$ cat src/rtl/pipe_pkg.sv
// Shared pipeline definitions: reset/bubble constants, fetch FSM states
// and the IF/ID pipeline record.
package pipe_pkg;

   localparam logic [31:0] NOP_INSTR = 32'h0000_0013;
   localparam logic [31:0] RESET_PC  = 32'h0000_0000;

   typedef enum logic [1:0] {
      BOOT = 2'd0,
      RUN  = 2'd1,
      PEND = 2'd2
   } fetch_state_e;

   typedef struct packed {
      logic [31:0] pc;
      logic [31:0] instr;
      logic        predicted;
      logic        valid;
   } if_id_t;

endpackage

$ cat src/rtl/if_id_reg.sv
// Stall/flush pipeline register for an if_id_t record. Flush beats stall;
// a flushed slot keeps the incoming pc but carries the bubble instruction.
module if_id_reg
   import pipe_pkg::*;
#(
   parameter logic [31:0] BUBBLE_INSTR = pipe_pkg::NOP_INSTR
) (
   input  logic   i_clk,
   input  logic   i_rst,
   input  logic   i_flush,
   input  logic   i_stall,
   input  if_id_t i_d,
   output if_id_t o_q
);

   if_id_t reg_q;
   if_id_t reg_d;

   always_comb begin
      reg_d = reg_q;
      if (i_flush) begin
         reg_d.pc        = i_d.pc;
         reg_d.instr     = BUBBLE_INSTR;
         reg_d.predicted = 1'b0;
         reg_d.valid     = 1'b0;
      end else if (!i_stall) begin
         reg_d = i_d;
      end
   end

   always_ff @(posedge i_clk or posedge i_rst) begin
      if (i_rst) begin
         reg_q.pc        <= 32'h0000_0000;
         reg_q.instr     <= BUBBLE_INSTR;
         reg_q.predicted <= 1'b0;
         reg_q.valid     <= 1'b0;
      end else begin
         reg_q <= reg_d;
      end
   end

   assign o_q = reg_q;

endmodule

$ cat src/rtl/fetch_unit.sv
// Instruction-fetch stage: fetch PC + redirect FSM, feeding the IF/ID register.
// A mispredict that arrives under stall_F is parked in pend_target until fetch frees up.
module fetch_unit
   import pipe_pkg::*;
#(
   parameter logic [31:0] RESET_PC  = pipe_pkg::RESET_PC,
   parameter logic [31:0] NOP_INSTR = pipe_pkg::NOP_INSTR
) (
   input  logic        i_clk,
   input  logic        i_rst,
   input  logic        i_stall_F,
   input  logic        i_stall_D,
   input  logic        i_flush_D,
   input  logic        i_prediction,
   input  logic [31:0] i_PCTarget_F,
   input  logic        i_mispredict,
   output logic [31:0] o_PC_F,
   input  logic [31:0] i_imem_rdata,
   output logic [31:0] o_PC_D,
   output logic [31:0] o_instr_D,
   output logic [31:0] o_pc_four_D,
   output logic [1:0]  o_index_D,
   output logic        o_predicted_D,
   output logic        o_valid_D,
   output logic [31:0] o_fetch_cnt,
   output logic [31:0] o_redirect_cnt
);

   fetch_state_e state_q, state_d;
   logic [31:0]  pc_q, pc_d;
   logic [31:0]  pend_target_q, pend_target_d;
   logic [31:0]  redirect_cnt_q, redirect_cnt_d;
   logic [31:0]  fetch_cnt_q, fetch_cnt_d;
   logic         redirect_inc;
   logic         bubble;
   logic         capture;
   if_id_t       if_id_in;
   if_id_t       if_id_out;

   always_ff @(posedge i_clk or posedge i_rst) begin
      if (i_rst) begin
         state_q <= BOOT;
      end else begin
         state_q <= state_d;
      end
   end

   always_comb begin
      state_d = state_q;
      case (state_q)
         BOOT:    state_d = RUN;
         RUN:     if (i_mispredict && i_stall_F) state_d = PEND;
         PEND:    if (!i_stall_F) state_d = RUN;
         default: state_d = BOOT;
      endcase
   end

   always_comb begin
      pc_d          = pc_q;
      pend_target_d = pend_target_q;
      redirect_inc  = 1'b0;
      case (state_q)
         RUN: begin
            if (i_mispredict && i_stall_F) begin
               pend_target_d = i_PCTarget_F;
            end else if (i_mispredict) begin
               pc_d         = i_PCTarget_F;
               redirect_inc = 1'b1;
            end else if (i_stall_F) begin
               pc_d = pc_q;
            end else if (i_prediction) begin
               pc_d = i_PCTarget_F;
            end else begin
               pc_d = pc_q + 32'd4;
            end
         end
         PEND: begin
            if (i_mispredict) begin
               pend_target_d = i_PCTarget_F;
            end
            // The newest mispredict wins even on the release cycle; prediction is ignored.
            if (!i_stall_F) begin
               pc_d         = i_mispredict ? i_PCTarget_F : pend_target_q;
               redirect_inc = 1'b1;
            end
         end
         default: begin
            pc_d = pc_q;
         end
      endcase

      bubble  = i_flush_D || i_mispredict || (state_q != RUN);
      capture = !bubble && !i_stall_D;

      redirect_cnt_d = redirect_cnt_q + {31'd0, redirect_inc};
      fetch_cnt_d    = fetch_cnt_q + {31'd0, capture};

      if_id_in.pc        = pc_q;
      if_id_in.instr     = i_imem_rdata;
      if_id_in.predicted = i_prediction;
      if_id_in.valid     = 1'b1;
   end

   always_ff @(posedge i_clk or posedge i_rst) begin
      if (i_rst) begin
         pc_q           <= RESET_PC;
         pend_target_q  <= 32'h0000_0000;
         redirect_cnt_q <= 32'h0000_0000;
         fetch_cnt_q    <= 32'h0000_0000;
      end else begin
         pc_q           <= pc_d;
         pend_target_q  <= pend_target_d;
         redirect_cnt_q <= redirect_cnt_d;
         fetch_cnt_q    <= fetch_cnt_d;
      end
   end

   if_id_reg #(
      .BUBBLE_INSTR (NOP_INSTR)
   ) u_if_id (
      .i_clk   (i_clk),
      .i_rst   (i_rst),
      .i_flush (bubble),
      .i_stall (i_stall_D),
      .i_d     (if_id_in),
      .o_q     (if_id_out)
   );

   assign o_PC_F         = pc_q;
   assign o_PC_D         = if_id_out.pc;
   assign o_instr_D      = if_id_out.instr;
   assign o_predicted_D  = if_id_out.predicted;
   assign o_valid_D      = if_id_out.valid;
   assign o_pc_four_D    = if_id_out.pc + 32'd4;
   assign o_index_D      = if_id_out.pc[3:2];
   assign o_fetch_cnt    = fetch_cnt_q;
   assign o_redirect_cnt = redirect_cnt_q;

endmodule

$ cat config.mk
export PLATFORM = sky130hd
export DESIGN_NAME = fetch_unit
export DESIGN_NICKNAME = d
export VERILOG_FILES = /design/src/rtl/pipe_pkg.sv /design/src/rtl/if_id_reg.sv /design/src/rtl/fetch_unit.sv
export SDC_FILE = /design/constraint.sdc
export NUM_CORES = 1
export LEC_CHECK = 0
export CAP_MARGIN = 20
export CORE_MARGIN = 2
export CORE_UTILIZATION = 45
export DETAILED_ROUTE_END_ITERATION = 8
export PLACE_DENSITY = 0.87
export SYNTH_ARGS = -nofsm -noshare
export SYNTH_HDL_FRONTEND = slang
export SYNTH_SLANG_ARGS = --single-unit
$ cat constraint.sdc
create_clock -name i_clk -period 9.1 [get_ports i_clk]
set_input_delay 1.82 -clock i_clk [delete_from_list [all_inputs] [get_ports i_clk]]
set_output_delay 1.82 -clock i_clk [all_outputs]
set_load 0.01 [all_outputs]
* Word-level counts from Yosys, hierarchy flattened
Index checks and enable logic that the tools add are counted.
** Storage, ports and cells
- Logic and storage cells :: 50
- Bits in read-only memories :: 0
- Memories kept :: 0
- Latch bits :: 0
- Register bits :: 196
- Output and inout bits :: 196
- Memory bits (writable) :: 0
** Operators by class
- Bitwise gates (word level) :: 0
- $lt $le $gt $ge :: 0
- Multiplexer cells :: 18
- Multipliers :: 0
- Shift-type cells :: 0
- Equal/unequal tests :: 8
- Reductions and logical operators :: 11
- Divide/modulo/power cells :: 0
- Add/subtract/negate cells :: 4
** Operators with widths (count)
- 2-to-1 mux 32 bit :: 7
- 2-to-1 mux 66 bit :: 2
- case mux 32 bit (2 select lines) :: 2
- adder 32 x 1 -> 32 bit :: 2
- adder 32 x 3 -> 32 bit (second input constant) :: 2
- != test 2 bit (second input constant) :: 3
- case mux 2 bit (3 select lines) :: 1
- 2-to-1 mux 2 bit :: 2
- != test 2 x 1 -> 1 bit (second input constant) :: 2
- AND reduction 2 bit :: 2
- AND reduction 4 bit :: 1
- 2-to-1 mux 1 bit :: 3
- != test 3 bit (second input constant) :: 1
- == test 2 x 1 -> 1 bit (second input constant) :: 1
- == test 2 bit (second input constant) :: 1
- logical AND 1 bit :: 2
- logical NOT 1 bit :: 2
- logical NOT 2 bit :: 1
- logical OR 1 bit :: 2
- case mux 1 bit (2 select lines) :: 1
- nonzero test 2 bit :: 1

* Depth between registers and ports, before layout
Gate-level depths: netlist (run 1).
- Depth in word-level cells :: 6
- Depth in mapped cells :: 12

* Cells and area by module
Synthesis (run 1) repeated with hierarchy kept, for this count alone.
** Unflattened totals
- Cells, all modules :: 895
- Area total of the unflattened synthesis :: 9854.5 µm²
** By module, submodules not included
- fetch_unit :: instances 1, cells an instance 715, seq. area each 3253.1 µm², area an instance 7139.3 µm²
- if_id_reg :: instances 1, cells an instance 180, seq. area each 1655.3 µm², area an instance 2715.1 µm²

* Least setup slack after synthesis (run 1)
OpenSTA, ideal clock, no wires.
- Kind :: input-to-reg
- Start point :: input port i_mispredict
- End point :: register redirect_cnt_q[24], in the netlist o_redirect_cnt[24]
- Path buffers :: 3
- Stages :: 11
- Setup time :: 79 ps
- Path slack :: 5033 ps
- Arrival time :: 3987 ps
- Required time :: 9021 ps
- Cell sequence :: clkbuf_1 buf_2 buf_2 a21oi_1 nor3b_1 ha_1 ha_1 and3_1 nor2b_4 and3_1 xor2_1
** On the way
- Longest elaborated chain between the ends :: 4
** Ends and longest elaborated chain
- start, declared :: RTL line fetch_unit.sv:16 : input logic i_mispredict,
- 2-to-1 mux 1 bit or logical AND 1 bit (tied branches) :: RTL line fetch_unit.sv:66, fetch_unit.sv:64
- 2-to-1 mux 1 bit (*) :: RTL line fetch_unit.sv:64 : if (i_mispredict && i_stall_F) begin
- case mux 1 bit (2 select lines) (*) :: RTL line fetch_unit.sv:62 : case (state_q)
- adder 32 x 1 -> 32 bit (*) :: RTL line fetch_unit.sv:95 : redirect_cnt_d = redirect_cnt_q + {31'd0, redirect_inc};
- named net redirect_cnt_d[24] :: RTL line fetch_unit.sv:32 : logic [31:0] redirect_cnt_q, redirect_cnt_d;
- end signal, assigned :: RTL line fetch_unit.sv:113 : redirect_cnt_q <= redirect_cnt_d;
- end, declared :: RTL line fetch_unit.sv:32
The timed path passes the listed nets; every way through them passes the cells marked *.
A chain may end at the register's enable or synchronous reset.

* Final worst setup path (run 1)
- Start point :: register u_if_id.reg_q (netlist bit u_if_id.o_q[38])
- End point :: output port o_pc_four_D[25]
** On the way
- Longest elaborated chain between the ends :: 1
** Ends and longest elaborated chain
- start, declared :: RTL line if_id_reg.sv:16 : if_id_t reg_q;
- start signal, assigned :: RTL line if_id_reg.sv:38 : reg_q <= reg_d;
- adder 32 x 3 -> 32 bit :: RTL line fetch_unit.sv:134 : assign o_pc_four_D = if_id_out.pc + 32'd4;
- end, declared :: RTL line fetch_unit.sv:21 : output logic [31:0] o_pc_four_D,
Every way passes these cells.

==> results_dict.tcl, run 1 <==
set metrics [dict create \
    status "completed" \
    hold_violations 0 \
    async_flop_share 1.00 \
    areaGrowthSynthToFinish_pct 32.4 \
    ys.flop_type "dfrtp_1" \
    drc 0 \
    pwr_density_cell_nw_per_um2 277 \
    path_class "reg2out" \
    ys_seq_area_frac 0.493 \
    root_buffer "clkbuf_16" \
    cts_resized 0 \
    hold_end "o_fetch_cnt[14]$_DFF_PP0_" \
    antenna_found_initial 3 \
    routabilityCongestion 0.834 \
    cts_tree "built" \
    path_clk_slew_ns 0.08 \
    synthCells 922 \
    p_leak_uw 0.00556 \
    layout_commonest_cell "clkdlybuf4s50_1" \
    hpwl_um 18500 \
    synth.ff_latch_count 196 \
    crit_arrival_ns 3.01 \
    viasPerCell 5.61 \
    synth_cell_types 64 \
    grt_max_degree 128 \
    grt_usage 0.220 \
    total_power_uw 3650 \
    synth_edf_count 0 \
    hold_class "reg2reg" \
    fmax_ghz 0.207 \
    nNetsFinal 1223 \
    ctsHoldBuffers 0 \
    setup_slack_ns 4.27 \
    fin_crit_ns 4.83 \
    io_buffers 266 \
    netlist_area_um2 9950 \
    num_rows 54 \
    vdd_drop_max_mv 0.151 \
    setup_tns_ns 0 \
    tightestPinTransition_ns 1.09 \
    drive_above_1_share 0.111 \
    finalCritPeriodShare 0.531 \
    synth_top_area_share 0.485 \
    final_cell_mix "clkdlybuf4s50_1 (265), dfrtp_1 (193), nand2_1 (71)" \
    final-instance-count-excl-fill 1433 \
    setup_violations 0 \
    start_util 0.457 \
    wl_um 26200 \
    cts-buffers-inserted 17 \
    synth_area_per_cell_um2 10.8 \
    slew_viol_final 0 \
    slew_headroom 0.275 \
    dr.pass1.iters 7 \
    ant_nets 0 \
    rsz0062_at_grt "no" \
    vias 8037 \
    synth_fp_nets 1006 \
    ioPinCount 267 \
    cp.required_ns 7.28 \
    critPathCaptureType "output pin" \
    htreeDepth 4 \
    cts.sinks 196 \
    grt_pass1_wl_um 41800 \
    clockBufferDepth 2 \
    post_cts_buffers 0 \
    insertion_delay_ns 0.43 \
    reg2reg_depth 7 \
    drt_iter0_markers 659 \
    synth_warnings 0 \
    cp-start-kind "flip-flop" \
    crit_path_max_fanout 6 \
    r2r-end "pend_target_q[4]$_DFFE_PP0P_" \
    dp_slack_ns 3.74 \
    r2r_slack_ns 6.01 \
    finalClockSkew_ns 0.0107 \
    hp-start "o_fetch_cnt[14]$_DFF_PP0_" \
    hold_depth 1 \
    cap_violations 0 \
    core_um2 21800 \
    yosys-top-cells-area "dfrtp_1 (49%), mux2_2 (7.1%), xnor2_1 (5.5%), mux2i_1 (4.3%), buf_4 (3.2%)" \
    fp.dieH_um 153 \
    r2r_start "state_q[0]$_DFFE_PP0P_" \
    die_w_um 153 \
    grt_pass1_vias 7853 \
    grt_remaining_overflow 0 \
    dp.cells 1399 \
    wl_per_cell_um 18.3 \
    die_area_um2 23300 \
    synth_top_area_cell "dfrtp_1" \
]
==> per-stage QoR <==
step / hold WS [ns] / utilization / cell area [um2]
floorplan: 0.478 / - / 9950
global placement: 0.465 / 0.577 / 12600
detailed placement: 0.479 / 0.577 / 12600
CTS: 0.497 / 0.604 / 13100
global route: 0.506 / 0.606 / 13200
finish: 0.497 / 0.606 / 13200
==> flip-flops by register name, summed over array words and instances (netlist names) <==
name            count
u_if_id.o_q        66
o_PC_F             32
o_fetch_cnt        32
o_redirect_cnt     32
pend_target_q      32
state_q             2
==> area by class of cell <==
type	count	area (um2)
sequential	196	4910
clock buffer	18	429
timing repair buffer	276	2750
inverter	12	52.6
fill	1722	8580
multi-input combinational	636	4530
clock inverter	14	155
tap	280	350
antenna	1	2.50
==> where the power goes <==
group / internal (uW) / leakage, uW / total (uW) / switching [uW]
registers: 1120 / 0.00252 / 1430 / 313
clock network: 393 / 0.000286 / 752 / 359
logic: 820 / 0.00275 / 1470 / 650
total: 2330 / 0.00556 / 3650 / 1320
==> layer usage <==
layer  up-vias  GRT usage  part of all wire  wire, um
li1       3690          -                 -         -
met4         4     0.0776             0.027       702
met1      3966      0.273              0.41     10600
met2       330      0.366              0.49     12800
met3        47     0.0660             0.077      2020
met5         -          0            0.0010        27
==> cell usage after synthesis (4+ instances only) <==
master,number
o21ai_1,4
a22oi_1,11
nand4_1,26
inv_1,11
o31ai_1,6
dfrtp_1,193
a31oi_1,8
o21ai_0,42
and3_1,24
xor2_1,27
a21oi_1,16
a32o_1,5
ha_1,13
nand2_1,71
buf_1,5
buf_2,15
xnor2_1,63
clkbuf_1,15
nor2_1,68
nor4_1,5
nand3_1,47
mux2i_1,43
o22ai_1,5
mux2_2,63
and4_1,13
and2_1,6
a221oi_1,4
nor3_1,9
o31a_1,6
buf_4,42
==> worst max path at each step <==
stage / endpoint / slack (ns) / from
after CTS: o_fetch_cnt[31]$_DFF_PP0_ / 4.21 / i_mispredict
final: o_pc_four_D[25] / 4.27 / u_if_id.o_q[38]$_DFFE_PP0P_
after global routing: o_pc_four_D[31] / 4.10 / u_if_id.o_q[38]$_DFFE_PP0P_
after floorplan: o_PC_F[0]$_DFFE_PP0P_ / 1.94 / i_rst
after detailed placement: o_fetch_cnt[31]$_DFF_PP0_ / 3.74 / i_mispredict
after global placement: o_fetch_cnt[31]$_DFF_PP0_ / 3.87 / i_mispredict
==> worst max-delay path, stage by stage, from the launching register on <==
cell and delay, ns:
dfrtp_1 0.44, and3_1 0.24, nand4_1 0.27, nor3_1 0.68, and3_1 0.26, xor2_1 0.14, clkdlybuf4s50_1 0.55
==> kinds of logic after synthesis <==
family	synth area share
xor+xnor	0.0792
mux	0.116
fa+ha+maj	0.0163
simple gates	0.151
buf+inv	0.0524
compound gates	0.0924
flops	0.493
(Power assumes the default switching activity.)
==> run 2, diff against run 1 <==
Clock period 9.1 ns to 5.1 ns, I/O delays scaled along.
==> run 2 against run 1 <==
Net effect:
- via count is 0.14% higher
- setup slack worse by 3.2 ns
- combinational power grew 78%
- hold slack got worse by 0.012 ns
- clock skew hardly changed
- utilization about the same
- die area unchanged
- wire length about the same
- count of clock-buffer cells in the layout did not move
- sequential power grew 78%
- sequential share of layout area barely moved
- flip-flop and latch count stayed put
- highest routed layer unchanged
==> results_dict.tcl, run 2 (synthesis gave the netlist of run 1 again) <==
set metrics [dict create \
    drt_iter0_markers 490 \
    ctsHoldBuffers 0 \
    cts.sinks 196 \
    p_leak_uw 0.00555 \
    cap_violations 0 \
    pwr_density_cell_nw_per_um2 494 \
    seq_power_share 0.391 \
    fmax_ghz 0.246 \
    vias 8048 \
    drc 0 \
    viasPerCell 5.61 \
    htreeDepth 4 \
    hpwl_um 18900 \
    antenna_found_initial 3 \
    hold_class "reg2reg" \
    vdd_drop_max_mv 0.228 \
    p_sw_uw 2350 \
    clkPwrFrac 0.207 \
    path_class "reg2out" \
    nNetsFinal 1224 \
    grt_max_degree 92 \
    wl_um 26200 \
    ioPinCount 267 \
    insertion_delay_ns 0.43 \
    slew_headroom 0.307 \
    cp-start-kind "flip-flop" \
    grt_remaining_overflow 0 \
    cts-buffers-inserted 17 \
    grt_pass1_wl_um 42300 \
    final_core_util 0.606 \
    crit_arrival_ns 3.04 \
    wl_per_cell_um 18.3 \
    start_util 0.457 \
    grt_pass1_vias 7978 \
    setup_violations 0 \
    p_int_uw 4160 \
    fin_crit_ns 4.06 \
    clockBufferDepth 2 \
    r2r_slack_ns 2.03 \
    routabilityCongestion 0.845 \
    path_cells "and3_1 > nand4_1 > nor3_1 > and3_1 > xor2_1 > clkdlybuf4s50_1" \
    grt_usage 0.223 \
    critPathCaptureType "output pin" \
    layout_commonest_cell "clkdlybuf4s50_1" \
    cp.required_ns 4.08 \
    tightestPinTransition_ns 1.04 \
    num_rows 54 \
    fp.dieH_um 153 \
    setup_tns_ns 0 \
    status "completed" \
    dr.pass1.iters 6 \
    hold_violations 0 \
    die_area_um2 23300 \
    finalClockSkew_ns 0.0109 \
    core_um2 21800 \
    die_w_um 153 \
    io_buffers 266 \
    largest_reg_flops 66 \
    critical_path.most_common_cell "and3_1" \
    post_cts_buffers 0 \
    ff_latch_area_um2 4910 \
    rsz0062_at_grt "no" \
    ant_nets 0 \
    drive_above_1_share 0.112 \
    path_clk_slew_ns 0.07 \
    areaGrowthSynthToFinish_pct 32.4 \
    critPathSlowestCell "nor3_1" \
    multiInputGateArea_um2 4530 \
    pwr-share-comb 0.402 \
    finalCritPeriodShare 0.797 \
    crit_path_max_fanout 6 \
    root_buffer "clkbuf_16" \
    final_cell_mix "clkdlybuf4s50_1 (265), dfrtp_1 (193), nand2_1 (71)" \
    slew_viol_final 0 \
    cts_resized 0 \
    p_sw_frac 0.362 \
    cts_tree "built" \
    slowest_delay_ns 0.69 \
    final.fill_count 1741 \
]
==> run 2: changes by cell type in the layout (fill, tap and decap cells not counted), sizes merged <==
| cell | delta |
|---|---|
| buf | +1 |
| clkinv | -1 |
| clkinvlp | +2 |
| inv | -1 |
==> run 2: worst paths after layout <==
path                                           endpoint  depth (start not counted)                          from
max                                     o_pc_four_D[25]                          6   u_if_id.o_q[38]$_DFFE_PP0P_
min                        o_redirect_cnt[31]$_DFF_PP0_                          1  o_redirect_cnt[31]$_DFF_PP0_
max reg2reg                      o_PC_F[17]$_DFFE_PP0P_                          8        state_q[0]$_DFFE_PP0P_
min reg2reg                o_redirect_cnt[31]$_DFF_PP0_                          1  o_redirect_cnt[31]$_DFF_PP0_
max in group asynchronous        o_PC_F[22]$_DFFE_PP0P_                          3                         i_rst
min in group asynchronous   o_redirect_cnt[6]$_DFF_PP0_                          2                         i_rst
==> run 2: power groups by stage <==
stage                     clock network [uW]  registers [uW]  logic [uW]
after detailed placement                   0            2560        2620
final                                   1350            2540        2620
after global placement                     0            2530        2540
after CTS                               1370            2530        2630
after global routing                    1440            2620        2820
after floorplan                            0            2460        1580
==> run 2: area by class of cell <==
cell class,instances,share of cell area
diodes,1,0.000190
clock buffers,18,0.0326
clock inverters,14,0.0119
inverters,12,0.00370
multi-input cells,636,0.344
flip-flops and latches,196,0.373
well taps,280,0.0266
repair buffers,277,0.209
==> run 2: worst max-delay path, delay by kind of cell, from the launching register on <==
family / cells / cell delay, ns
buf+inv: 1 / 0.55
simple gates: 4 / 1.47
flops: 1 / 0.44
xor+xnor: 1 / 0.16
==> run 2: through the flow <==
stage	power [uW]	hold WS (ns)	cell area, um2	setup WS [ns]	cells
2_1_floorplan	4050	0.478	9950	1.55	922
3_3_place_gp	5070	0.460	12600	1.35	1401
3_5_place_dp	5180	0.467	12600	1.20	1401
4_1_cts	6540	0.486	13200	1.04	1433
5_1_grt	6880	0.513	13200	0.846	1434
6_report	6510	0.485	13200	1.04	1434
==> run 2: metal layers <==
metal,GRT usage,routed length (um),vias to the layer above
li1,-,-,3714
met5,0,24,-
met2,0.367,12900,286
met1,0.288,11000,3998
met4,0.0758,625,4
met3,0.0577,1620,46
==> run 3, diff against run 2 <==
Settings changed: CORE_UTILIZATION 45 to 44, PLACE_DENSITY 0.87 to 0.89.
Clock period 5.1 ns to 3.5 ns, I/O delays scaled along.
==> run 3 against run 2 <==
Net effect:
- count of clock-buffer cells in the layout is 1 higher
- cell count is 1.3% higher
- combinational power is 48% higher
- die area is 2.2% higher
- critical path depth is 2 higher
- sequential share of layout area is 0.40 points lower
- flip-flop and latch count stayed put
- hold slack worse by 0.0016 ns
- clock skew hardly changed
- total power is 48% higher
- wire length is 2.3% higher
- non-clock buffer count is 12 higher
- critical path type unchanged
- largest cell class unchanged
- highest routed layer is now met4
==> results_dict.tcl, run 3 (synthesis gave the netlist of run 1 again) <==
set metrics [dict create \
    status "completed" \
    setup_tns_ns 0 \
    hpwl_um 19200 \
    cp-start-kind "flip-flop" \
    hold_class "reg2reg" \
    tightestPinTransition_ns 0.787 \
    cts_tree "built" \
    antenna_found_initial 3 \
    largest_reg_flops 66 \
    grt_pass1_wl_um 43000 \
    grt_max_degree 64 \
    io_buffers 266 \
    drc 0 \
    setup_slack_ns 0.189 \
    dr.pass1.iters 5 \
    grt_usage 0.224 \
    routabilityCongestion 0.878 \
    fmax_ghz 0.302 \
    critPathCaptureType "output pin" \
    cp.required_ns 2.80 \
    die_w_um 154 \
    nNetsFinal 1236 \
    slowest_delay_ns 0.55 \
    path_cells "and3_1 > nand4_1 > buf_4 > nor3_2 > buf_4 > and3_1 > xor2_1 > clkdlybuf4s50_1" \
    final.fill_count 1803 \
    insertion_delay_ns 0.43 \
    path_clk_slew_ns 0.08 \
    grt.busiest_layer "met2" \
    global_route.usage.met2 0.369 \
    p_sw_frac 0.360 \
    grt_use_met3 0.0560 \
    fin_crit_ns 3.31 \
    hold_violations 0 \
    hold_ws_ns 0.483 \
    pwr-share-comb 0.404 \
    viasPerCell 5.64 \
    root_buffer "clkbuf_16" \
    start_util 0.444 \
    drive_above_1_share 0.121 \
    grt_remaining_overflow 0 \
    setup_violations 0 \
    final_cell_mix "clkdlybuf4s50_1 (265), dfrtp_1 (193), nand2_1 (71)" \
    p_sw_uw 3460 \
    vdd_drop_max_mv 0.425 \
    wl_um 26800 \
    finalClockSkew_ns 0.0112 \
    ant_nets 0 \
    pwr_density_cell_nw_per_um2 722 \
    rsz0062_at_grt "no" \
    dp_slack_ns 0.303 \
    cts-buffers-inserted 17 \
    cap_violations 0 \
    cts.sinks 196 \
    fp.dieH_um 154 \
    clkPwrFrac 0.208 \
    drt_iter0_markers 588 \
    vias 8188 \
    htreeDepth 4 \
    core_um2 22400 \
    crit_arrival_ns 2.61 \
    grtUsageMet1 0.282 \
    ioPinCount 267 \
    path_class "reg2out" \
    finalCritPeriodShare 0.946 \
    areaGrowthSynthToFinish_pct 33.8 \
    critPathSlowestCell "clkdlybuf4s50_1" \
    slew_viol_final 0 \
    clockBufferDepth 2 \
    num_rows 55 \
    p_leak_uw 0.00562 \
    die_area_um2 23800 \
    wl_per_cell_um 18.5 \
    seq_power_share 0.388 \
    layout_commonest_cell "clkdlybuf4s50_1" \
    p_int_uw 6160 \
    grt_pass1_vias 8043 \
    slew_headroom 0.471 \
    crit_path_max_fanout 6 \
]
-- run 3: per-stage QoR --
step	utilization	cells	power (uW)	cell area [um2]
final	0.594	1453	9610	13300
after global placement	0.566	1417	7440	12700
after global routing	0.594	1453	10100	13300
after CTS	0.593	1449	9640	13300
after detailed placement	0.566	1417	7620	12700
after floorplan	-	922	5900	9950
-- run 3: path summary, 6_finish.rpt --
path                                             start  cells after the start  slack [ns]                           to
setup / recovery           u_if_id.o_q[42]$_DFFE_PP0P_                      8        0.19              o_pc_four_D[25]
hold / removal               o_fetch_cnt[31]$_DFF_PP0_                      1        0.48    o_fetch_cnt[31]$_DFF_PP0_
setup reg to reg                state_q[1]$_DFFE_PP0P_                     10        0.78    o_fetch_cnt[31]$_DFF_PP0_
hold reg to reg              o_fetch_cnt[31]$_DFF_PP0_                      1        0.48    o_fetch_cnt[31]$_DFF_PP0_
max in group asynchronous                        i_rst                      3        2.07       o_PC_F[13]$_DFFE_PP0P_
min in group asynchronous                        i_rst                      2        0.70  o_redirect_cnt[5]$_DFF_PP0_
-- run 3: metal layers --
| layer | up-vias | share of wire |
|---|---|---|
| met5 | - | 0 |
| met4 | 0 | 0.034 |
| met3 | 61 | 0.071 |
| met2 | 359 | 0.49 |
| met1 | 4037 | 0.41 |
| li1 | 3731 | - |
-- run 3: worst max-delay path: cells and delay by family (launching register included) --
family	cells	cell delay, ns
XOR/XNOR	1	0.15
buffers and inverters	3	0.90
flip-flops	1	0.44
AND/OR/NAND/NOR	4	0.70
-- run 3: layout make-up --
type	count	area, um2	area share
sequential	196	4910	0.369
multi-input combinational	636	4530	0.340
clock buffer	19	433	0.0325
antenna	3	7.51	0.000564
inverter	12	48.8	0.00366
tap	285	357	0.0268
clock inverter	13	164	0.0123
timing repair buffer	289	2870	0.215
-- run 3: power groups by stage --
stage,combinational (uW),clock (uW),sequential (uW)
after detailed placement,3870,0,3750
after floorplan,2310,0,3590
after CTS,3890,2040,3720
after global routing,4160,2150,3840
after global placement,3740,0,3700
final,3880,2000,3730
-- run 3: timing repair --
| item | CTS | global route |
|---|---|---|
| gates resized for setup | 1 | 0 |
| buffers inserted | 0 | 1 |
| endpoints found under the setup margin | 1 | 3 |
| pin swaps | 0 | 1 |
| hold buffers | 0 | 0 |
